`src/rtl/lsu_pkg.sv`:
```
// lsu_pkg: shared definitions for the load/store unit.
//   - state_t      : FSM state encoding
//   - F3_*         : RV32 load/store width codes (funct3)
//   - access_fault : returns 1 for a request that must trap without cache traffic
package lsu_pkg;

  typedef enum logic [2:0] {
    ST_IDLE   = 3'd0,
    ST_LOAD   = 3'd1,
    ST_STORE  = 3'd2,
    ST_RMW_RD = 3'd3,
    ST_RMW_WR = 3'd4,
    ST_DONE   = 3'd5
  } state_t;

  localparam logic [2:0] F3_B  = 3'b000;
  localparam logic [2:0] F3_H  = 3'b001;
  localparam logic [2:0] F3_W  = 3'b010;
  localparam logic [2:0] F3_BU = 3'b100;
  localparam logic [2:0] F3_HU = 3'b101;

  // A request traps when it asks for both a load and a store, uses a width
  // code that is undefined for its direction (BU/HU are load-only), or is
  // not naturally aligned for its width.
  function automatic logic access_fault(input logic       rd,
                                        input logic       wr,
                                        input logic [2:0] f3,
                                        input logic [1:0] addr_lo);
    logic flt;
    flt = 1'b0;
    if (rd && wr) begin
      flt = 1'b1;
    end else begin
      case (f3)
        F3_B:    flt = 1'b0;
        F3_H:    flt = addr_lo[0];
        F3_W:    flt = (addr_lo != 2'b00);
        F3_BU:   flt = wr;
        F3_HU:   flt = wr | addr_lo[0];
        default: flt = 1'b1;
      endcase
    end
    return flt;
  endfunction

endpackage

```
`src/rtl/lsu_cache_if.sv`:
```
// lsu_cache_if: word-only read/write handshake between the load/store unit
// and the data cache.
//   cache_read_en / cache_write_en : request strobes (never high together)
//   cache_addr                     : word-aligned byte address
//   cache_write_data               : full word to write
//   cache_read_data                : word returned by the cache
//   cache_busywait                 : cache not ready; request must be held
// modport master : load/store unit side
// modport slave  : cache side
interface lsu_cache_if #(
  parameter int ADDR_WIDTH = 32
);
  logic                  cache_read_en;
  logic                  cache_write_en;
  logic [ADDR_WIDTH-1:0] cache_addr;
  logic [31:0]           cache_write_data;
  logic [31:0]           cache_read_data;
  logic                  cache_busywait;

  modport master (
    output cache_read_en,
    output cache_write_en,
    output cache_addr,
    output cache_write_data,
    input  cache_read_data,
    input  cache_busywait
  );

  modport slave (
    input  cache_read_en,
    input  cache_write_en,
    input  cache_addr,
    input  cache_write_data,
    output cache_read_data,
    output cache_busywait
  );
endinterface

```
`src/rtl/lsu_lane_align.sv`:
```
// lsu_lane_align: combinational byte-lane logic for the load/store unit.
//   chk_read/chk_write/chk_funct3/chk_addr_lo -> chk_fault : trap detect on the
//     live request
//   funct3/addr_lo : captured width code and low address bits
//   rd_word        : word returned by the cache
//   wr_half        : low half of the captured store operand
//   load_ext       : selected lane, sign- or zero-extended
//   merged         : rd_word with the store byte/half inserted (little-endian)
module lsu_lane_align
  import lsu_pkg::*;
(
  input  logic        chk_read,
  input  logic        chk_write,
  input  logic [2:0]  chk_funct3,
  input  logic [1:0]  chk_addr_lo,
  output logic        chk_fault,
  input  logic [2:0]  funct3,
  input  logic [1:0]  addr_lo,
  input  logic [31:0] rd_word,
  input  logic [15:0] wr_half,
  output logic [31:0] load_ext,
  output logic [31:0] merged
);

  logic signed [7:0]  lane_b;
  logic signed [15:0] lane_h;

  always_comb begin
    chk_fault = access_fault(chk_read, chk_write, chk_funct3, chk_addr_lo);
  end

  always_comb begin
    lane_b = rd_word[{addr_lo, 3'b000} +: 8];
    lane_h = addr_lo[1] ? rd_word[31:16] : rd_word[15:0];
    case (funct3)
      F3_B:    load_ext = {{24{lane_b[7]}}, lane_b};
      F3_BU:   load_ext = {24'h000000, lane_b};
      F3_H:    load_ext = {{16{lane_h[15]}}, lane_h};
      F3_HU:   load_ext = {16'h0000, lane_h};
      default: load_ext = rd_word;
    endcase
  end

  always_comb begin
    merged = rd_word;
    if (funct3 == F3_B) begin
      merged[{addr_lo, 3'b000} +: 8] = wr_half[7:0];
    end else begin
      merged[{addr_lo[1], 4'b0000} +: 16] = wr_half;
    end
  end

endmodule

```
`src/rtl/load_store_unit.sv`:
```
// load_store_unit: pipeline memory stage in front of a word-only data cache.
// Turns RV32 B/H/W/BU/HU loads and stores into cache word reads/writes;
// sub-word stores are done as read-modify-write, misaligned or illegal
// requests trap straight to DONE without touching the cache.
//   clock, reset          : clock, asynchronous active-high reset
//   mem_read, mem_write   : request strobes, held until stall drops
//   funct3, address       : width code and byte address
//   store_data            : store operand (low byte/half used for B/H)
//   load_data, fault      : registered results, valid while stall is low in DONE
//   stall                 : holds the pipeline while a request is unretired
//   cache                 : master side of the cache handshake
module load_store_unit
  import lsu_pkg::*;
#(
  parameter int ADDR_WIDTH = 32
) (
  input  logic                  clock,
  input  logic                  reset,
  input  logic                  mem_read,
  input  logic                  mem_write,
  input  logic [2:0]            funct3,
  input  logic [ADDR_WIDTH-1:0] address,
  input  logic [31:0]           store_data,
  output logic [31:0]           load_data,
  output logic                  stall,
  output logic                  fault,
  lsu_cache_if.master           cache
);

  state_t      state;
  logic        req;
  logic        req_fault;
  logic [2:0]  f3_p0;
  logic [1:0]  addr_lo_p0;
  logic [15:0] wr_half_p0;
  logic [31:0] load_ext;
  logic [31:0] merged;
  logic        done_hs;

  assign req     = mem_read | mem_write;
  assign stall   = ((state == ST_IDLE) && req) ||
                   ((state != ST_IDLE) && (state != ST_DONE));
  assign done_hs = ~cache.cache_busywait;

  lsu_lane_align u_lane (
    .chk_read    (mem_read),
    .chk_write   (mem_write),
    .chk_funct3  (funct3),
    .chk_addr_lo (address[1:0]),
    .chk_fault   (req_fault),
    .funct3      (f3_p0),
    .addr_lo     (addr_lo_p0),
    .rd_word     (cache.cache_read_data),
    .wr_half     (wr_half_p0),
    .load_ext    (load_ext),
    .merged      (merged)
  );

  // Request capture: only the fields needed after IDLE are kept; the word
  // address goes straight into cache_addr.
  always_ff @(posedge clock) begin
    if (state == ST_IDLE && req) begin
      f3_p0      <= funct3;
      addr_lo_p0 <= address[1:0];
      wr_half_p0 <= store_data[15:0];
    end
  end

  // Control FSM; the cache strobes, address and write word are registered so
  // they stay constant for the whole state and drop on reset.
  always_ff @(posedge clock or posedge reset) begin
    if (reset) begin
      state                  <= ST_IDLE;
      load_data              <= 32'h0;
      fault                  <= 1'b0;
      cache.cache_read_en    <= 1'b0;
      cache.cache_write_en   <= 1'b0;
      cache.cache_addr       <= '0;
      cache.cache_write_data <= 32'h0;
    end else begin
      case (state)
        ST_IDLE: begin
          if (req) begin
            load_data <= 32'h0;
            if (req_fault) begin
              fault <= 1'b1;
              state <= ST_DONE;
            end else begin
              fault            <= 1'b0;
              cache.cache_addr <= {address[ADDR_WIDTH-1:2], 2'b00};
              if (mem_read) begin
                cache.cache_read_en <= 1'b1;
                state               <= ST_LOAD;
              end else if (funct3 == F3_W) begin
                cache.cache_write_en   <= 1'b1;
                cache.cache_write_data <= store_data;
                state                  <= ST_STORE;
              end else begin
                cache.cache_read_en <= 1'b1;
                state               <= ST_RMW_RD;
              end
            end
          end
        end
        ST_LOAD: begin
          if (done_hs) begin
            load_data           <= load_ext;
            cache.cache_read_en <= 1'b0;
            state               <= ST_DONE;
          end
        end
        ST_STORE: begin
          if (done_hs) begin
            cache.cache_write_en <= 1'b0;
            state                <= ST_DONE;
          end
        end
        ST_RMW_RD: begin
          // Swap read for write in one edge so the strobes never overlap.
          if (done_hs) begin
            cache.cache_read_en    <= 1'b0;
            cache.cache_write_en   <= 1'b1;
            cache.cache_write_data <= merged;
            state                  <= ST_RMW_WR;
          end
        end
        ST_RMW_WR: begin
          if (done_hs) begin
            cache.cache_write_en <= 1'b0;
            state                <= ST_DONE;
          end
        end
        ST_DONE: begin
          fault <= 1'b0;
          state <= ST_IDLE;
        end
        default: begin
          cache.cache_read_en  <= 1'b0;
          cache.cache_write_en <= 1'b0;
          state                <= ST_IDLE;
        end
      endcase
    end
  end

endmodule

```
`src/flat_wrapper.sv`:
```
// flat-port wrapper written by rule: the top's interface ports become plain ports
module load_store_unit_flat import lsu_pkg::*;
#(
  parameter int ADDR_WIDTH = 32
)
  (clock, reset, mem_read, mem_write, funct3, address, store_data, load_data, stall, fault, cache_cache_read_en, cache_cache_write_en, cache_cache_addr, cache_cache_write_data, cache_cache_read_data, cache_cache_busywait);
  lsu_cache_if #(.ADDR_WIDTH(ADDR_WIDTH)) cache_i ();
  input  logic clock;
  input  logic reset;
  input  logic mem_read;
  input  logic mem_write;
  input  logic [2:0] funct3;
  input  logic [ADDR_WIDTH-1:0] address;
  input  logic [31:0] store_data;
  output logic [31:0] load_data;
  output logic stall;
  output logic fault;
  output wire logic [$bits(cache_i.cache_read_en)-1:0] cache_cache_read_en;
  output wire logic [$bits(cache_i.cache_write_en)-1:0] cache_cache_write_en;
  output wire logic [$bits(cache_i.cache_addr)-1:0] cache_cache_addr;
  output wire logic [$bits(cache_i.cache_write_data)-1:0] cache_cache_write_data;
  input wire logic [$bits(cache_i.cache_read_data)-1:0] cache_cache_read_data;
  input wire logic [$bits(cache_i.cache_busywait)-1:0] cache_cache_busywait;
  assign cache_cache_read_en = cache_i.cache_read_en;
  assign cache_cache_write_en = cache_i.cache_write_en;
  assign cache_cache_addr = cache_i.cache_addr;
  assign cache_cache_write_data = cache_i.cache_write_data;
  assign cache_i.cache_read_data = cache_cache_read_data;
  assign cache_i.cache_busywait = cache_cache_busywait;
  load_store_unit #(.ADDR_WIDTH(ADDR_WIDTH)) u_core (.clock(clock), .reset(reset), .mem_read(mem_read), .mem_write(mem_write), .funct3(funct3), .address(address), .store_data(store_data), .load_data(load_data), .stall(stall), .fault(fault), .cache(cache_i));
endmodule
```
`config.mk`:
```
export PLATFORM = sky130hd
export DESIGN_NAME = load_store_unit_flat
export DESIGN_NICKNAME = d
export VERILOG_FILES = /design/src/rtl/lsu_pkg.sv /design/src/rtl/lsu_cache_if.sv /design/src/rtl/lsu_lane_align.sv /design/src/rtl/load_store_unit.sv /design/src/flat_wrapper.sv
export SDC_FILE = /design/constraint.sdc
export NUM_CORES = 1
export LEC_CHECK = 0
export BUFFER_PORTS_ARGS = -buffer_cell sky130_fd_sc_hd__buf_2
export CAP_MARGIN = 25
export CORE_UTILIZATION = 25
export DETAILED_ROUTE_END_ITERATION = 6
export GPL_TIMING_DRIVEN = 0
export PLACE_DENSITY = 0.55
export SYNTH_ARGS = -nofsm -noshare
export SYNTH_HDL_FRONTEND = slang
export SYNTH_SLANG_ARGS = --single-unit
```
`constraint.sdc`:
```
create_clock -name clock -period 4.8 [get_ports clock]
set_input_delay 1.44 -clock clock [delete_from_list [all_inputs] [get_ports clock]]
set_output_delay 1.44 -clock clock [all_outputs]
set_load 0.05 [all_outputs]
```
==> impl_metrics.yaml <==
placement:
  place_hpwl_um: 17600
  place_inst: 1104
  place_area_um2: 8160
  gp_congestion: 0.929
  io_buffers: 199
  dp_slack_ps: 958
timing:
  tightestPinTransition_ps: 876
  setup_viol: 0
  clock_skew_ps: 13.4
  slew_headroom_pct: 41.6
  fmax_mhz: 259
  slew_viol_final: 0
  fin_ws_ps: 944
  whs_ps: 483
  hold_violations: 0
  finalCritPeriodShare_pct: 80.3
  rsz0062_at_grt: "no"
  layout_min_cycle_time_ps: 3860
route:
  drt-initial-drc-count: 536
  ant_nets: 0
  routed_via_density: 5.00
  first_pass_iters: 7
  drc: 26
  wl_um: 23000
  vias: 5686
  wl_per_cell_um: 20.2
critical_path:
  crit_path_top_delay_cell: "clkbuf_1"
  crit_buf_inv: 3
  start_kind: "input pin"
  cp_common_cell: "buf_2"
  crit_family: "buffers and inverters"
  worstRegToRegCells: 10
  worstPathRequired_ps: 3360
  path_cells: "buf_2 > clkbuf_1 > nor4_1 > o21ai_0 > buf_2"
  regToRegStartpoint: "u_core.addr_lo_p0[1]"
  max_stage_delay_ps: 340
  end_kind: "primary output"
  arrival_ps: 2420
  regToRegEndpoint: "u_core.cache.cache_write_data[16]"
  path_class: "input pin to primary output"
  critical_path.max_fanout: 10
  rrSetupSlack_ps: 1890
clocking:
  clk_pin_slew_worst_paths_ps: 60
  cts.sinks: 121
  htreeDepth: 4
  ctsHoldBuffers: 0
  cts-buffers-inserted: 17
  ctsResizeCount: 0
  cts_tree: "done"
  root_buffer: "clkbuf_16"
  cts_setup_buffers: 0
  clk_latency_ps: 420
  clockBufferDepth: 2
global_route:
  grt_overflow: 0
  antenna_found_initial: 3
  globalRouteTotalUtil_pct: 16.9
  grt_pass1_vias: 5639
  grt_max_degree: 66
  grt_pass1_wl_um: 34900
layout:
  final_cell_mix: "211 x buf_2, 100 x dfrtp_1, 48 x a221o_1, 43 x a21oi_1"
  drive_gt1_share_pct: 41.2
  multi_input_area_um2: 3270
  nFillCells: 2653
  finalInstanceArea_um2: 8770
  layout_commonest_cell: "buf_2"
  layout.nets: 897
  seqCellArea_um2: 3130
  fin_cells: 1138
  area_growth_pct: 30.9
status:
  outcome: "complete, but fails checks"
  violations: "design-rule violations"
logic_synthesis:
  synth_top_family_by_area: "multiplexers"
  syn_area_um2: 6700
  async_flop_share_pct: 82.6
  synth_warnings: 0
  yosys.area_share.simple_pct: 6.35
  syn_avg_cell_area_um2: 11.8
  netlist_instances: 567
  synth_seq_cells: 121
  ys_seq_area_share_pct: 46.7
  yosysUniqueCellTypes: 53
  synthXorXnorAreaFrac_pct: 0.131
  synth_enable_flop_cells: 21
  synth_flop_cell: "dfrtp_1"
  synthMuxAreaShare_pct: 20.7
  synth_compound_area_share_pct: 20.7
  synthAdderAreaFrac_pct: 0.933
worst_hold_path:
  hold_path_depth: 2
  min_to: "u_core.load_data[0]"
  hp-class: "register to register"
  worstHoldStart: "u_core.load_data[0]"
power_and_ir_drop:
  ir_worst_vdd_mv: 0.385
  cellLeakagePower_nw: 4.10
  power_density_nw_per_um2: 700
floorplanning:
  coreArea_um2: 26200
  die_x_um: 166
  ios: 204
  initial_core_util_pct: 25.6
  num_rows: 59
  die_y_um: 166
  fp.dieArea_um2: 27500
job:
  maxCapViolCount: 0
-- flip-flops by register name, indices dropped and copies added, names as in the netlist --
register / flops
u_core.state: 3
u_core.load_data: 32
u_core.cache.cache_addr: 30
u_core.wr_half_p0: 16
u_core.cache.cache_write_data: 32
u_core.addr_lo_p0: 2
u_core.cache.cache_write_en: 1
u_core.fault: 1
u_core.cache.cache_read_en: 1
u_core.f3_p0: 3
-- power breakdown --
| group | total (mW) | switching [mW] | leakage, nW | internal [mW] |
|---|---|---|---|---|
| clock | 1.34 | 0.475 | 0.305 | 0.867 |
| sequential | 1.77 | 0.275 | 1.50 | 1.49 |
| combinational | 3.03 | 2.15 | 2.29 | 0.879 |
-- layout make-up --
type                            count  area share [%]
Clock buffer                       26            6.06
Timing Repair Buffer              201            11.7
Inverter                           12           0.542
Antenna cell                        2          0.0570
Tap cell                          335            4.78
Multi-Input combinational cell    385            37.3
Clock inverter                      6           0.927
Sequential cell                   121            35.7
Buffer                             50            2.89
-- through the flow --
step / setup TNS [ps] / util (%) / power [mW]
final: 0 / 33.5 / 6.14
after global routing: 0 / 33.5 / 6.43
after CTS: 0 / 33.5 / 6.18
after detailed placement: 0 / 31.1 / 4.82
after global placement: -72150 / 31.0 / 4.79
after floorplan: 0 / - / 4.03
-- worst reg2reg max path: stages (launching register included) --
cell and delay [ps]:
edfxtp_1 390, buf_2 180, buf_2 230, buf_2 290
inv_1 140, ha_1 340, nor4bb_1 160, buf_1 230
a221o_1 370, a22o_1 210, mux2_4 260
-- how the worst max path moves through the flow --
stage | depth (start not counted) | slack [ps] | startpoint | endpoint
global placement | 2 | -730 | reset | u_core.load_data[24]
global route | 5 | 870 | mem_read | stall
finish | 5 | 940 | mem_read | stall
detailed placement | 5 | 960 | mem_read | stall
floorplan | 3 | 520 | mem_read | stall
CTS | 5 | 950 | mem_read | stall
-- Yosys cell counts, types with 7 or more instances --
cell type  number  area share [%]
a21oi_1        43             3.2
a221o_1        48             7.2
a22o_1         33             4.3
buf_2          11            0.82
clkbuf_1       23             1.3
dfrtp_1       100              37
edfxtp_1       21             9.4
inv_1          11            0.62
mux2_2         39             6.6
mux2_4         28             6.3
mux2i_1        39             5.8
nand2_1        22             1.2
nand2b_1        7            0.65
nor2_1         23             1.3
o21ai_0        33             2.5
-- cells by family after synthesis --
family | Yosys count
compound gates | 187
fa+ha+maj | 5
xor+xnor | 1
other cells | 1
flops | 121
simple gates | 78
mux | 112
buf+inv | 62
-- per-layer routing --
metal	track usage (%)	routed length [um]
met5	0	17
met4	5.61	486
met1	21.9	10000
met3	5.91	1950
met2	26.0	10500
(Power assumes the default switching activity.)
